### src/rtl/mu_gate_scheduler.sv
`timescale 1ns/1ps
// -----------------------------------------------------------------------------
// mu_gate_scheduler
//
// Purpose
//   Shares the single mu_core cost/partition gate among NREQ instruction
//   requesters. One instruction is in flight at a time. Each one is granted
//   round-robin, issued to the gate, and its gate decision is sampled. If the
//   gate asks for one, a receipt is fetched from the u-ALU and presented back
//   to the gate. The verdict is then returned to the requester. The scheduler
//   holds gate_instr_valid low for at least two cycles between instructions,
//   so the gate's rising-edge detect re-arms.
//
// Parameters
//   NREQ     number of requesters (2..8)
//   TIMEOUT  cycles to wait for alu_rcpt_ack before aborting (>= 1)
//
// Ports
//   clk, rst_n                      clock, asynchronous active-low reset
//   req_valid/req_instr/req_cost    per-requester instruction offer
//                                   (slice [32*i+:32])
//   req_ready                       one-hot, one-cycle accept pulse
//   rsp_valid/rsp_allowed/rsp_status
//                                   one-hot completion pulse and its verdict
//   gate_*  (out)                   instruction, cost and receipt driven
//                                   towards mu_core
//   gate_*  (in)                    decision and status returned by mu_core
//   alu_rcpt_req/ack/value          level request / ack handshake with the
//                                   u-ALU
//   busy                            an instruction is in flight
//   stat_issued/stat_denied         saturating event counters
// -----------------------------------------------------------------------------
module mu_gate_scheduler #(
    parameter int NREQ    = 4,
    parameter int TIMEOUT = 16
) (
    input  logic                clk,
    input  logic                rst_n,
    input  logic [NREQ-1:0]     req_valid,
    input  logic [32*NREQ-1:0]  req_instr,
    input  logic [32*NREQ-1:0]  req_cost,
    output logic [NREQ-1:0]     req_ready,
    output logic [NREQ-1:0]     rsp_valid,
    output logic                rsp_allowed,
    output logic [31:0]         rsp_status,
    output logic [31:0]         gate_instruction,
    output logic [31:0]         gate_proposed_cost,
    output logic                gate_instr_valid,
    input  logic                gate_instr_allowed,
    input  logic                gate_receipt_required,
    input  logic                gate_cost_open,
    input  logic                gate_partition_open,
    input  logic                gate_receipt_accepted,
    input  logic [31:0]         gate_core_status,
    output logic [31:0]         gate_receipt_value,
    output logic                gate_receipt_valid,
    output logic                alu_rcpt_req,
    input  logic                alu_rcpt_ack,
    input  logic [31:0]         alu_rcpt_value,
    output logic                busy,
    output logic [15:0]         stat_issued,
    output logic [15:0]         stat_denied
);

    localparam int GW = (NREQ > 1) ? $clog2(NREQ) : 1;
    // The wait timer only ever holds 0..TIMEOUT-1.
    localparam int TW = (TIMEOUT > 1) ? $clog2(TIMEOUT) : 1;
    localparam logic [TW-1:0] TIMER_LAST  = TW'(TIMEOUT - 1);
    localparam logic [31:0]   SEQ_TIMEOUT = 32'h0000_0010;

    localparam logic [2:0] S_IDLE         = 3'd0;
    localparam logic [2:0] S_ISSUE        = 3'd1;
    localparam logic [2:0] S_EVAL         = 3'd2;
    localparam logic [2:0] S_RCPT_WAIT    = 3'd3;
    localparam logic [2:0] S_RCPT_PRESENT = 3'd4;
    localparam logic [2:0] S_RCPT_CHECK   = 3'd5;
    localparam logic [2:0] S_RESP         = 3'd6;

    // ------------------------------------------------------------------
    // State and output registers
    // ------------------------------------------------------------------
    logic [2:0]      state_reg,              state_next;
    logic [GW-1:0]   last_grant_reg,         last_grant_next;
    logic [GW-1:0]   grant_reg,              grant_next;
    logic [TW-1:0]   timer_reg,              timer_next;
    logic            verdict_reg,            verdict_next;
    logic [31:0]     status_reg,             status_next;
    logic [NREQ-1:0] req_ready_reg,          req_ready_next;
    logic [NREQ-1:0] rsp_valid_reg,          rsp_valid_next;
    logic            rsp_allowed_reg,        rsp_allowed_next;
    logic [31:0]     rsp_status_reg,         rsp_status_next;
    logic [31:0]     gate_instruction_reg,   gate_instruction_next;
    logic [31:0]     gate_cost_reg,          gate_cost_next;
    logic            gate_instr_valid_reg,   gate_instr_valid_next;
    logic [31:0]     gate_rcpt_value_reg,    gate_rcpt_value_next;
    logic            gate_rcpt_valid_reg,    gate_rcpt_valid_next;
    logic            alu_rcpt_req_reg,       alu_rcpt_req_next;
    logic            busy_reg,               busy_next;
    logic [15:0]     stat_issued_reg,        stat_issued_next;
    logic [15:0]     stat_denied_reg,        stat_denied_next;

    // ------------------------------------------------------------------
    // Round-robin arbiter.
    // Requesters above the last grant take priority over those at or
    // below it. Within each group, the lowest index wins. This is the
    // same as searching upward from last_grant+1 with wrap-around.
    // ------------------------------------------------------------------
    logic [NREQ-1:0] upper_mask;
    logic            upper_any;
    logic            grant_any;
    logic [GW-1:0]   grant_idx;
    logic [NREQ-1:0] grant_onehot;
    logic [NREQ-1:0] rsp_onehot;

    generate
        for (genvar gi = 0; gi < NREQ; gi++) begin : g_upper
            assign upper_mask[gi] = req_valid[gi] && (GW'(gi) > last_grant_reg);
        end
    endgenerate

    assign upper_any = |upper_mask;
    assign grant_any = |req_valid;

    always_comb begin
        grant_idx = '0;
        // Descending scan: the last hit is the lowest eligible index.
        for (int j = NREQ - 1; j >= 0; j--) begin
            if (upper_any ? upper_mask[j] : req_valid[j]) begin
                grant_idx = GW'(j);
            end
        end
    end

    assign grant_onehot = NREQ'(1) << grant_idx;
    assign rsp_onehot   = NREQ'(1) << grant_reg;

    // ------------------------------------------------------------------
    // Next-state logic
    // ------------------------------------------------------------------
    always_comb begin
        state_next            = state_reg;
        last_grant_next       = last_grant_reg;
        grant_next            = grant_reg;
        timer_next            = timer_reg;
        verdict_next          = verdict_reg;
        status_next           = status_reg;
        gate_instruction_next = gate_instruction_reg;
        gate_cost_next        = gate_cost_reg;
        gate_instr_valid_next = gate_instr_valid_reg;
        gate_rcpt_value_next  = gate_rcpt_value_reg;
        alu_rcpt_req_next     = alu_rcpt_req_reg;
        busy_next             = busy_reg;
        stat_issued_next      = stat_issued_reg;
        stat_denied_next      = stat_denied_reg;
        // Pulse outputs default low; they are high for one cycle only.
        req_ready_next        = '0;
        rsp_valid_next        = '0;
        rsp_allowed_next      = 1'b0;
        rsp_status_next       = '0;
        gate_rcpt_valid_next  = 1'b0;

        case (state_reg)
            S_IDLE: begin
                if (grant_any) begin
                    grant_next            = grant_idx;
                    last_grant_next       = grant_idx;
                    req_ready_next        = grant_onehot;
                    gate_instruction_next = req_instr[32*grant_idx +: 32];
                    gate_cost_next        = req_cost[32*grant_idx +: 32];
                    gate_instr_valid_next = 1'b1;
                    busy_next             = 1'b1;
                    if (stat_issued_reg != 16'hFFFF) begin
                        stat_issued_next = stat_issued_reg + 16'd1;
                    end
                    state_next = S_ISSUE;
                end
            end

            S_ISSUE: begin
                // The gate sees the instruction this cycle. Its outputs are
                // settled by the time they are sampled in EVAL.
                state_next = S_EVAL;
            end

            S_EVAL: begin
                if (gate_receipt_required) begin
                    timer_next        = '0;
                    alu_rcpt_req_next = 1'b1;
                    state_next        = S_RCPT_WAIT;
                end else begin
                    verdict_next          = gate_instr_allowed & gate_cost_open
                                            & gate_partition_open;
                    status_next           = gate_core_status;
                    gate_instr_valid_next = 1'b0;
                    state_next            = S_RESP;
                end
            end

            S_RCPT_WAIT: begin
                // An ack in the final allowed cycle still counts.
                if (alu_rcpt_ack) begin
                    gate_rcpt_value_next = alu_rcpt_value;
                    gate_rcpt_valid_next = 1'b1;
                    alu_rcpt_req_next    = 1'b0;
                    state_next           = S_RCPT_PRESENT;
                end else if (timer_reg == TIMER_LAST) begin
                    verdict_next          = 1'b0;
                    status_next           = SEQ_TIMEOUT;
                    alu_rcpt_req_next     = 1'b0;
                    gate_instr_valid_next = 1'b0;
                    state_next            = S_RESP;
                end else begin
                    timer_next = timer_reg + TW'(1);
                end
            end

            S_RCPT_PRESENT: begin
                state_next = S_RCPT_CHECK;
            end

            S_RCPT_CHECK: begin
                verdict_next          = gate_receipt_accepted;
                status_next           = gate_core_status;
                gate_instr_valid_next = 1'b0;
                state_next            = S_RESP;
            end

            S_RESP: begin
                // gate_instr_valid is already low here. It stays low through
                // the following IDLE cycle, giving a gap of at least 2 cycles.
                rsp_valid_next   = rsp_onehot;
                rsp_allowed_next = verdict_reg;
                rsp_status_next  = status_reg;
                if (!verdict_reg && (stat_denied_reg != 16'hFFFF)) begin
                    stat_denied_next = stat_denied_reg + 16'd1;
                end
                busy_next  = 1'b0;
                state_next = S_IDLE;
            end

            default: begin
                gate_instr_valid_next = 1'b0;
                alu_rcpt_req_next     = 1'b0;
                busy_next             = 1'b0;
                state_next            = S_IDLE;
            end
        endcase
    end

    // ------------------------------------------------------------------
    // Registers. Reset aborts any in-flight instruction without a response.
    // ------------------------------------------------------------------
    always_ff @(posedge clk or negedge rst_n) begin
        if (!rst_n) begin
            state_reg            <= S_IDLE;
            last_grant_reg       <= GW'(NREQ - 1);
            grant_reg            <= '0;
            timer_reg            <= '0;
            verdict_reg          <= 1'b0;
            status_reg           <= '0;
            req_ready_reg        <= '0;
            rsp_valid_reg        <= '0;
            rsp_allowed_reg      <= 1'b0;
            rsp_status_reg       <= '0;
            gate_instruction_reg <= '0;
            gate_cost_reg        <= '0;
            gate_instr_valid_reg <= 1'b0;
            gate_rcpt_value_reg  <= '0;
            gate_rcpt_valid_reg  <= 1'b0;
            alu_rcpt_req_reg     <= 1'b0;
            busy_reg             <= 1'b0;
            stat_issued_reg      <= '0;
            stat_denied_reg      <= '0;
        end else begin
            state_reg            <= state_next;
            last_grant_reg       <= last_grant_next;
            grant_reg            <= grant_next;
            timer_reg            <= timer_next;
            verdict_reg          <= verdict_next;
            status_reg           <= status_next;
            req_ready_reg        <= req_ready_next;
            rsp_valid_reg        <= rsp_valid_next;
            rsp_allowed_reg      <= rsp_allowed_next;
            rsp_status_reg       <= rsp_status_next;
            gate_instruction_reg <= gate_instruction_next;
            gate_cost_reg        <= gate_cost_next;
            gate_instr_valid_reg <= gate_instr_valid_next;
            gate_rcpt_value_reg  <= gate_rcpt_value_next;
            gate_rcpt_valid_reg  <= gate_rcpt_valid_next;
            alu_rcpt_req_reg     <= alu_rcpt_req_next;
            busy_reg             <= busy_next;
            stat_issued_reg      <= stat_issued_next;
            stat_denied_reg      <= stat_denied_next;
        end
    end

    // ------------------------------------------------------------------
    // Outputs
    // ------------------------------------------------------------------
    assign req_ready          = req_ready_reg;
    assign rsp_valid          = rsp_valid_reg;
    assign rsp_allowed        = rsp_allowed_reg;
    assign rsp_status         = rsp_status_reg;
    assign gate_instruction   = gate_instruction_reg;
    assign gate_proposed_cost = gate_cost_reg;
    assign gate_instr_valid   = gate_instr_valid_reg;
    assign gate_receipt_value = gate_rcpt_value_reg;
    assign gate_receipt_valid = gate_rcpt_valid_reg;
    assign alu_rcpt_req       = alu_rcpt_req_reg;
    assign busy               = busy_reg;
    assign stat_issued        = stat_issued_reg;
    assign stat_denied        = stat_denied_reg;

endmodule

### config.mk
export PLATFORM = sky130hd
export DESIGN_NAME = mu_gate_scheduler
export DESIGN_NICKNAME = d
export VERILOG_FILES = /design/src/rtl/mu_gate_scheduler.sv
export SDC_FILE = /design/constraint.sdc
export NUM_CORES = 1
export LEC_CHECK = 0
export BUFFER_PORTS_ARGS = -buffer_cell sky130_fd_sc_hd__buf_2
export CORE_MARGIN = 3
export CORE_UTILIZATION = 25
export CTS_BUF_LIST = sky130_fd_sc_hd__clkbuf_8
export DETAILED_ROUTE_END_ITERATION = 6
export PLACE_DENSITY = 0.5
export REMOVE_ABC_BUFFERS = 1
export SYNTH_ARGS = -nofsm -noshare
export SYNTH_HDL_FRONTEND = slang
export SYNTH_SLANG_ARGS = --single-unit
### constraint.sdc
create_clock -name clk -period 1.9 [get_ports clk]
set_input_delay 0.19 -clock clk [delete_from_list [all_inputs] [get_ports clk]]
set_output_delay 0.19 -clock clk [all_outputs]
set_load 0.02 [all_outputs]
Word level (Yosys, flattened, before mapping)
Cells that the tools add are included.
{"block": "totals", "out_inout_bits": 173, "input_bits": 332, "ff_bits": 217, "elab_cells": 114}
{"block": "classes", "add_sub_neg": 3, "reduce_logical": 24, "mux": 39, "bitwise_logic": 5, "n_lt_le_gt_ge": 4, "eq_ne": 16, "n_shift": 4}
{"operator": "$shiftx A128 B8 Y32", "count": 2}
{"operator": "$mux W32", "count": 4}
{"operator": "$pmux W32 S3", "count": 1}
{"operator": "$add A16 B1 Y16 const B", "count": 2}
{"operator": "$ne A16 B16 Y1 const B", "count": 2}
{"operator": "$mux W4", "count": 6}
{"operator": "$pmux W3 S6", "count": 1}
{"operator": "$mux W1", "count": 14}
{"operator": "$mux W3", "count": 4}
{"operator": "$ne A2 B2 Y1 const B", "count": 6}
{"operator": "$reduce_and A2 Y1", "count": 5}
{"operator": "$reduce_or A5 Y1", "count": 2}
{"operator": "$eq A3 B3 Y1 const B", "count": 3}
{"operator": "$mux W2", "count": 4}
{"operator": "$pmux W4 S2", "count": 1}
{"operator": "$reduce_and A4 Y1", "count": 2}
{"operator": "$reduce_or A4 Y1", "count": 2}
{"operator": "$shl A1 B2 Y4 const A", "count": 2}
{"operator": "$eq A3 B2 Y1 const B", "count": 2}
{"operator": "$pmux W1 S3", "count": 2}
{"operator": "$reduce_and A3 Y1", "count": 2}
{"operator": "$logic_and A1 B1 Y1", "count": 5}
{"operator": "$reduce_and A5 Y1", "count": 1}
{"operator": "$add A4 B1 Y4 const B", "count": 1}
{"operator": "14 further kinds", "count": 19}

Depth between registers and ports, before layout
{"block": "depth", "word_depth": 11, "ltp_mapped": 8, "mapped_depth_nobuf": 6}

Worst setup path after synthesis
No wires, ideal clock.
{"block": "synth_path", "path_type": "register to register", "startpoint": "reg last_grant_reg[1]", "endpoint": "reg gate_cost_reg[10], in the netlist gate_proposed_cost[10]", "stages_incl_launch_ff": 7, "period_less_slack_ps": 2081, "slack_ps": -181, "setup_ps": 126, "arrival_time_ps": 1955, "required_time_ps": 1774, "path_buffers": 1, "path_cell_list": "dfstp_2 a21boi_1 o21ba_2 nor3_2 buf_2 mux2_2 a221o_1"}
{"block": "synth_via", "elab_chain_len": 9, "word_cells_on_any_way": 18, "cone_classes": "order compare (4); shift (1); mux (8); reduce/logical (5)"}
{"element": "from (decl)", "line": "83", "source": "logic [GW-1:0] last_grant_reg, last_grant_next;"}
{"element": "from (signal assigned)", "line": "256", "source": "last_grant_reg <= GW'(NREQ - 1);"}
{"element": "from (signal assigned)", "line": "276", "source": "last_grant_reg <= last_grant_next;"}
{"element": "$gt A1 B2 Y1 / $gt A2 B2 Y1 (equally long branches)", "line": "117", "source": "assign upper_mask[gi] = req_valid[gi] && (GW'(gi) > last_grant_reg);"}
{"element": "$logic_and A1 B1 Y1", "line": "117"}
{"element": "$reduce_or A4 Y1", "line": "121", "source": "assign upper_any = |upper_mask;"}
{"element": "$mux W1", "line": "128", "source": "if (upper_any ? upper_mask[j] : req_valid[j]) begin"}
{"element": "$mux W2 (3 in a row)", "line": "128"}
{"element": "$mux W2 (*)", "line": "128"}
{"element": "$shiftx A128 B8 Y32 (*)", "line": "169", "source": "gate_cost_next = req_cost[32*grant_idx +: 32];"}
{"element": "to (signal assigned)", "line": "286", "source": "gate_cost_reg <= gate_cost_next;"}
{"element": "to (decl)", "line": "93", "source": "logic [31:0] gate_cost_reg, gate_cost_next;"}
Every way passes the cells marked *; elsewhere a longest branch is shown, timed or not.
A chain may end at the register's enable or synchronous reset.

Worst setup path in the final report
{"block": "layout_path", "startpoint": "reg last_grant_reg[1]", "endpoint": "reg gate_cost_reg[3], in the netlist gate_proposed_cost[3]"}
The elaborated chain is that of the path after synthesis.

==> results.yml <==
drt:
  postRouteAntennaNets: 0
  vias_per_cell: 4.89
  post_drt_wl_per_cell_um: 19.2
  finalWirelength_um: 45500
  via_count: 11571
  drt_iter0_markers: 614
  drc: 0
  first_pass_iters: 6
global_route:
  grt_pass1_vias: 12160
  gr-total-overflow: 0
  grtUsageMet1_pct: 23.7
  grt_max_degree: 56
  grt_pass1_wl_um: 69200
  antenna_found_initial: 9
  top_usage_layer: "met2"
  met2_usage_pct: 33.4
  use_met3_pct: 4.19
  grt_use_total_pct: 19.9
sta:
  worst_pin_slew_ps: 451
  finalSetupViolCount: 64
  setup_ws_ps: -221
  fin_crit_sh_pct: 112
  maxSlewHeadroom_pct: 69.7
  fin_hold_ws_ps: 50.2
  finalCriticalPeriod_ps: 2120
  finClkSkew_ps: 20.9
  rsz0062_at_grt: "yes"
  timing.fmax_ghz: 0.472
  hold_viol_final: 0
  drv_slew: 0
yosys:
  yosys_warnings: 0
  synthTopCellsByArea: "dfrtp_1, nand2_1, mux2_2"
  synth.distinct_cells: 57
  synth_area_per_cell_um2: 10.6
  synth-seq-area-share_pct: 52.7
  synth-edff-count: 0
  synth_top_area_share_pct: 52.2
  synth-seq-cells: 217
  synth-async-reset-ratio_pct: 100
  ys.flop_type: "dfrtp_1"
  netlist_instances: 977
  yosys.area.top_type: "dfrtp_1"
  syn_area_um2: 10300
  yosysMostFrequentCell: "dfrtp_1"
  synth_commonest_cells: "dfrtp_1, nand2_1, nand4_1"
setup_path:
  worstSetupPathType: "flop to flop"
  reg2reg_depth: 7
  cp_max_fo: 6
  startpoint_type: "flop"
  critPathCaptureType: "flop"
  arrival_ps: 2570
  worst_ep_required_time_ps: 2350
pwr:
  power-per-cell-area_nw_per_um2: 1320
  irDropWorstVdd_v: 0.000642
  total_leakage_power_uw: 0.00885
final_layout:
  nFillCells: 3782
  area_growth_syn_to_layout_pct: 74.8
  nets: 2141
  multi_input_area_um2: 4740
  regArea_um2: 5430
  stdcell_count: 2368
  drive_above_1_share_pct: 41.5
clock_tree:
  ctsRootBufferMaster: "clkbuf_8"
  htreeDepth: 2
  cts_buffer_depth: 3
  cts_num_sinks: 217
  worstSkewPairLatency_ps: 590
  cts_tree: "done"
  numCtsBuffers: 40
  clkTransAtPathRegs_ps: 60
floorplan:
  core_area_um2: 40300
  die_y_um: 209
  die-area_um2: 43700
  die_w_um: 209
  top_level_ports: 505
  rows: 73
  start_util_pct: 25.6
worst_hold_path:
  hold_path.class: "input port to flop"
  min_path_cells: 5
place:
  place_congestion: 0.872
  portBuffers: 504
  placed_cells: 2001
  hpwlAfterDp_um: 29700
run_status:
  violations: "negative setup slack"
  status: "finished with violations"
job:
  maxCapViolCount: 0
[metal layers]
metal,part of all wire [%],up-vias,routed length [um]
li1,-,5295,-
met1,39,5506,17900
met2,48,631,21800
met3,7.3,137,3330
met4,5.4,2,2480
met5,0.029,-,13
[report_power, final]
group | internal (uW) | switching [uW]
Combinational | 5300 | 6590
Sequential | 6370 | 993
Clock | 2460 | 2050
[final timing paths]
| path | from | slack [ps] | endpoint |
|---|---|---|---|
| setup / recovery | last_grant_reg[1]$_DFFE_PN1P_ | -220 | gate_proposed_cost[3]$_DFFE_PN0P_ |
| max in group asynchronous | rst_n | 1090 | last_grant_reg[1]$_DFFE_PN1P_ |
| min in group asynchronous | rst_n | 100 | rsp_status[29]$_DFF_PN0_ |
| setup reg to reg | last_grant_reg[1]$_DFFE_PN1P_ | -220 | gate_proposed_cost[3]$_DFFE_PN0P_ |
| hold reg to reg | status_reg[16]$_DFFE_PN0P_ | 470 | status_reg[16]$_DFFE_PN0P_ |
| hold / removal | gate_receipt_accepted | 50 | verdict_reg$_DFFE_PN0P_ |
[cell families after synthesis]
kind of cell	Yosys count	share of synthesized area (%)
AOI/OAI and AO/OA	235	16.2
DFF	217	52.7
adders and majority gates	3	0.364
xor gates and xnor gates	30	2.55
muxes	71	7.75
buffers and inverters	85	3.58
and+or+nand+nor	336	16.8
[critical path, cell delays in order, from the launching register on]
cell	delay, ps
dfstp_2	540
a21boi_2	70
o21ba_4	210
nor3_4	200
buf_6	200
buf_12	180
mux2_4	310
a221o_1	300
[timing repair]
| item | 4_1_cts | 5_1_grt |
|---|---|---|
| setup endpoints to repair | 79 | 70 |
| hold buffers | 265 | 0 |
| resized for setup | 38 | 23 |
| cloned | 4 | 5 |
| pin swaps | 10 | 34 |
| setup buffers | 8 | 6 |
| endpoints found under the hold margin | 348 | 0 |
[cell type report]
| type | count | share of cell area, % |
|---|---|---|
| sequential | 217 | 30.1 |
| inverter | 5 | 0.104 |
| timing repair buffer | 867 | 35.2 |
| tap | 525 | 3.64 |
| multi-input combinational | 675 | 26.3 |
| clock buffer | 52 | 3.97 |
| antenna | 8 | 0.111 |
| clock inverter | 19 | 0.514 |
[layout by cell type (no fill, tap or decap), drive strengths merged, types with 27 or more instances in the layout]
cell,n
a31oi,32
o221ai,27
nand2,140
a21oi,47
or3,29
o31ai,38
o21ai,42
nand4,49
buf,596
clkbuf,58
a221o,37
mux2,71
dfrtp,215
and2,34
dlygate4sd3,265
[metrics by stage]
step / power (uW) / setup TNS [ps] / cell area (um^2) / setup WS [ps] / utilization (%)
CTS: 23500 / -9850 / 17700 / -236 / 44.0
finish: 23800 / -11840 / 18000 / -221 / 44.8
floorplan: 13100 / -243460 / 9960 / -2570 / -
global placement: 17600 / -17470 / 14000 / -312 / 34.7
detailed placement: 17800 / -19450 / 14000 / -350 / 34.7
global route: 25200 / -16780 / 18000 / -293 / 44.8
Power figures use the tool's default switching activity.
